$ cat src/rtl/ps2_line_buffer.sv
`default_nettype none
`timescale 1ns/1ps
// ============================================================================
//  Module   : ps2_line_buffer
//  Purpose  : Collects ASCII characters from a PS/2 keyboard decoder into a
//             32-character, left-justified command line. Supports backspace,
//             escape and enter. Presents the completed line with a one-cycle
//             ready pulse, holds it briefly, and then clears it.
//  Revision : 1.0  initial release
// ============================================================================
module ps2_line_buffer #(
    parameter int HOLD_CYCLES = 2
) (
    input  logic         clock,
    input  logic         reset,
    input  logic [7:0]   char_in,
    input  logic         char_valid,
    output logic [255:0] input_line,
    output logic         line_ready,
    output logic [5:0]   char_count,
    output logic         overflow,
    output logic         busy
);

    // The hold counter runs from 0 to HOLD_CYCLES-1.
    localparam int              HOLD_W    = (HOLD_CYCLES > 1) ? $clog2(HOLD_CYCLES) : 1;
    localparam logic [HOLD_W-1:0] HOLD_LAST = HOLD_W'(HOLD_CYCLES - 1);

    localparam logic [7:0] CH_BS    = 8'h08;
    localparam logic [7:0] CH_ENTER = 8'h0D;
    localparam logic [7:0] CH_ESC   = 8'h1B;

    typedef enum logic [1:0] {
        EDIT  = 2'd0,
        READY = 2'd1,
        HOLD  = 2'd2,
        CLEAR = 2'd3
    } state_t;

    state_t              state;
    // line[31] is slot 0, so the packed vector is already left-justified.
    logic [31:0][7:0]    line;
    logic [HOLD_W-1:0]   hold_cnt;

    logic                is_printable;
    logic                is_lower;
    logic [7:0]          stored_char;
    logic [4:0]          wr_slot;
    logic [4:0]          bs_slot;

    assign is_printable = (char_in >= 8'h20) && (char_in <= 8'h7E);
    assign is_lower     = (char_in >= 8'h61) && (char_in <= 8'h7A);
    assign stored_char  = is_lower ? (char_in - 8'h20) : char_in;
    // Slot k lives at line[31-k]; the write slot is char_count and the
    // backspace slot is char_count-1 (both only used in their valid ranges).
    assign wr_slot      = 5'd31 - char_count[4:0];
    assign bs_slot      = 5'd31 - (char_count[4:0] - 5'd1);

    assign input_line   = line;

    // Line editing, completion sequencing and all registered outputs.
    always_ff @(posedge clock) begin
        if (reset) begin
            state      <= EDIT;
            line       <= '0;
            char_count <= 6'd0;
            overflow   <= 1'b0;
            line_ready <= 1'b0;
            busy       <= 1'b0;
            hold_cnt   <= '0;
        end else begin
            case (state)
                EDIT: begin
                    if (char_valid) begin
                        if (is_printable) begin
                            if (char_count < 6'd32) begin
                                line[wr_slot] <= stored_char;
                                char_count    <= char_count + 6'd1;
                            end else begin
                                overflow <= 1'b1;
                            end
                        end else if (char_in == CH_BS) begin
                            if (char_count != 6'd0) begin
                                line[bs_slot] <= 8'h00;
                                char_count    <= char_count - 6'd1;
                            end
                        end else if (char_in == CH_ESC) begin
                            line       <= '0;
                            char_count <= 6'd0;
                            overflow   <= 1'b0;
                        end else if (char_in == CH_ENTER) begin
                            if (char_count != 6'd0) begin
                                state      <= READY;
                                line_ready <= 1'b1;
                                busy       <= 1'b1;
                                hold_cnt   <= '0;
                            end
                        end
                    end
                end
                READY: begin
                    line_ready <= 1'b0;
                    state      <= HOLD;
                end
                HOLD: begin
                    if (hold_cnt == HOLD_LAST) begin
                        hold_cnt <= '0;
                        state    <= CLEAR;
                    end else begin
                        hold_cnt <= hold_cnt + 1'b1;
                    end
                end
                CLEAR: begin
                    line       <= '0;
                    char_count <= 6'd0;
                    overflow   <= 1'b0;
                    busy       <= 1'b0;
                    state      <= EDIT;
                end
                default: begin
                    state <= EDIT;
                end
            endcase
        end
    end

endmodule
`default_nettype wire

$ cat config.mk
export PLATFORM = sky130hd
export DESIGN_NAME = ps2_line_buffer
export DESIGN_NICKNAME = d
export VERILOG_FILES = /design/src/rtl/ps2_line_buffer.sv
export SDC_FILE = /design/constraint.sdc
export NUM_CORES = 1
export LEC_CHECK = 0
export CORE_MARGIN = 1.5
export CORE_UTILIZATION = 49
export DETAILED_ROUTE_END_ITERATION = 8
export GPL_ROUTABILITY_DRIVEN = 0
export MAX_ROUTING_LAYER = met4
export PLACE_DENSITY = 0.8
export SLEW_MARGIN = 20
export SYNTH_ARGS = -nofsm -noshare
export SYNTH_HDL_FRONTEND = slang
export SYNTH_SLANG_ARGS = --single-unit
$ cat constraint.sdc
create_clock -name clock -period 3.25 [get_ports clock]
set_clock_uncertainty 0.1 [all_clocks]
set_input_delay 0.65 -clock clock [delete_from_list [all_inputs] [get_ports clock]]
set_output_delay 0.65 -clock clock [all_outputs]
set_load 0.01 [all_outputs]
==> impl_summary.txt <==
----------------------------------------------------
[Floorplan]
  # IOs ... 276
  Core box area ... 0.0217 mm2
  Site row count ... 54
  Overall die height ... 151 um
  Die span in x ... 151 um
  Initial Util ... 49.6%
  DIE AREA ... 0.0229 mm2

[Setup path]
  Crit path launch type ... input pin
  Crit-path slowest cell ... sky130_fd_sc_hd__clkdlybuf4s50_1
  Beginning of the critical path ... char_in[3]
  Minimum setup slack among reg-to-reg paths ... 0.21 ns
  Launch point of the worst reg-to-reg path ... char_count[0]
  Delay of the slowest cell on the worst path ... 0.58 ns
  Cell type with the highest occurrence count on the critical path ... sky130_fd_sc_hd__buf_4
  Data required time of the critical path ... 3.63 ns
  Critical-path cell list ... clkdlybuf4s50_1, buf_4, or4b_1, o41a_4, nor2_2, a31oi_4, buf_4, nand2_2, a22o_1
  CP Data Arrival Time ... 3.54 ns
  Category of the critical setup timing path ... in2reg
  Endpoint kind of the worst setup timing path ... flip-flop
  Critical-path maximum fanout ... 11

[Layout]
  Area grow syn2layout ... 45.0%
  Utilization after layout ... 72.0%
  Fraction of final layout cells with drive strength greater than 1 ... 17.2%
  Number of nets in the layout ... 1,428
  Antenna Cells ... 0
  Post-layout instance count excluding filler cells ... 1,704
  Post-route design area ... 0.0156 mm2

[Timing]
  Period utilization ... 97.4%
  Headroom to the max-slew limit ... 38.2%
  Maximum operating frequency ... 0.316 GHz
  Hold violation count in the final report ... 0
  Worst-case setup margin in the final layout ... 0.0846 ns
  Final worst path period need ... 3.17 ns
  Pins Over Slew Limit ... 0
  Unrepaired setup endpoints after global routing ... false
  Endpoints failing setup ... 0
  Worst-Margin Slew ... 0.919 ns

[Flow run]
  Max capacitance violation total ... 0

[Global route]
  Number of antenna violations at the first check in global routing ... 0
  Number of global-route vias before repair ... 10.2k
  Total global-route track usage ... 33.8%
  Wire length of the first global-routing pass ... 58.5 mm
  Largest net degree at the start of global routing ... 37
  Remaining Overflow, GRT ... 0

[Clock network]
  CTS sink count ... 268
  Clock transition time at the flip-flop clock pins of the worst setup and hold paths ... 0.07 ns
  Clock Tree Buf Depth ... 3
  Master cell of the clock root buffer ... sky130_fd_sc_hd__clkbuf_16
  Clock network latency to the later pin of the worst-skew pair ... 0.54 ns
  Number of clock buffers inserted by TritonCTS ... 27
  Clock tree from TritonCTS ... done
  Clock H-tree levels ... 1

[Route]
  Routed wire per std cell ... 22.7 um
  Via density per instance ... 6.30
  TritonRoute pass-1 iters ... 6
  ANT nets after route ... 0
  DRT Wirelength ... 38.6 mm
  Initial DRC count ... 1,020
  Final routed DRC violation total ... 0
  Routed via count ... 10.7k

[Power]
  PwrDens ... 473 mW/mm2
  Leakage power total ... 5.70 nW
  Overall power ... 0.00738 W
  Worst ir drop on vdd ... 346 uV

[Synth]
  Number of instances in the synthesized netlist ... 1,028
  Post-synth design cell area ... 0.0108 mm2
  Sequential fraction of the synthesis area ... 49.8%
  Mapped Nets ... 1,052
  Number of synthesized flops with an enable pin ... 0
  Most frequent cell after synthesis ... sky130_fd_sc_hd__dfxtp_1
  Top post-synthesis cells by area ... sky130_fd_sc_hd__dfxtp_1, sky130_fd_sc_hd__a22o_1, sky130_fd_sc_hd__o2bb2ai_1, sky130_fd_sc_hd__nor2_1, sky130_fd_sc_hd__nand2_1
  Most numerous cell types in the synthesized netlist ... sky130_fd_sc_hd__dfxtp_1, sky130_fd_sc_hd__a22o_1, sky130_fd_sc_hd__o2bb2ai_1
  Post-synthesis area per instance ... 10.5 um2
  Fraction of registers with async set or reset after synthesis ... 0%
  Fraction of post-synthesis cell area in the top cell type by area ... 49.8%
  Cell type with the largest total area after synthesis ... sky130_fd_sc_hd__dfxtp_1
  Synth unique cells ... 85
  #FFs+latches synth ... 268
  Prevailing post-synth register cell ... sky130_fd_sc_hd__dfxtp_1
  Number of warnings reported in the yosys synthesis log ... 0

[Placed design]
  Dpl cell area ... 0.0147 mm2
  Number of placed cells counting well taps ... 1,654
  Detail Placement HPWL ... 27.5 mm
  Worst slack at placement ... -0.528 ns
  Total of buffers placed on input and output ports ... 275

[Hold path]
  Class of the tightest hold or removal check ... reg2reg
  Worst hold path startpoint ... input_line[50]

[Outcome]
  Outcome ... completed

----------------------------------------------------
-- logic make-up (layout without fill, tap and decap cells) --
kind of cell	after synthesis	after routing	synth area share (%)
AO/OA/AOI/OAI	394	395	31.9
adder cells (fa/ha/maj)	13	13	1.51
AND/OR/NAND/NOR	270	270	13.4
buffers and inverters	80	475	3.08
multiplexers	3	3	0.291
flip-flops	268	268	49.8
-- final timing paths --
kind                                        end  cells past startpoint
worst max-delay path            input_line[223]                      9
worst min-delay path             input_line[50]                      1
worst max register to register  input_line[223]                     10
worst min register to register   input_line[50]                      1
-- layout make-up --
class | count | area [um2]
fill | 1634 | 6080
multi-input combinational | 681 | 5120
clock buffer | 41 | 838
tap | 280 | 350
timing repair buffer | 410 | 3790
clock inverter | 8 | 78.8
inverter | 16 | 60.1
sequential | 268 | 5370
-- sequential cells by signal, indices dropped and copies added (netlist names) --
name and flops:
input_line 256, char_count 6, state 2, busy 1, hold_cnt 1, line_ready 1
overflow 1
-- repair_timing --
| item | in CTS | in global routing |
|---|---|---|
| setup endpoints to repair | 11 | 75 |
| hold buffers | 0 | 0 |
| buffers inserted | 0 | 0 |
| gates resized for setup | 0 | 3 |
| pin swaps | 1 | 0 |
| cloned | 1 | 0 |
-- per-layer routing --
layer	global-route usage, %	share of wire (%)	up-vias
met5	-	0	-
met4	10.9	3.1	0
met3	8.13	11	114
met2	51.5	45	644
met1	44.2	41	5225
li1	-	-	4744
-- worst max-delay path: cells and delay by family --
| family | cells | cell delay (ns) |
|---|---|---|
| simple gates | 3 | 0.95 |
| compound gates | 3 | 0.89 |
| buf+inv | 3 | 1.04 |
-- where the power goes --
part / internal [W] / total, W / switching (W)
Combinational: 0.000315 / 0.000891 / 0.000576
Clock: 0.00186 / 0.00318 / 0.00132
Sequential: 0.00330 / 0.00331 / 0.00000940
-- placed cells by master, fill, tap and decap left out, drive strengths merged, types with 7 or more instances in the layout --
cell type	instances
dfxtp	268
nand2b	15
a32oi	8
a221oi	8
nor3	23
nor4	7
a22oi	14
nor2	69
o221ai	10
o31ai	9
nand2	65
nor2b	8
o211ai	8
o2bb2ai	71
a32o	22
and3	11
clkdlybuf4s50	275
clkbuf	41
ha	13
a22o	145
buf	135
a21oi	24
o21ai	31
and2	15
inv	16
nand3	30
-- metrics by stage --
stage	hold slack, ns	setup TNS [ns]
2_1_floorplan	0.383	0
3_3_place_gp	0.346	-77.41
3_5_place_dp	0.346	-84.27
4_1_cts	0.364	0
5_1_grt	0.383	0
6_report	0.362	0
Note: power is estimated with default switching activity, not from simulation.
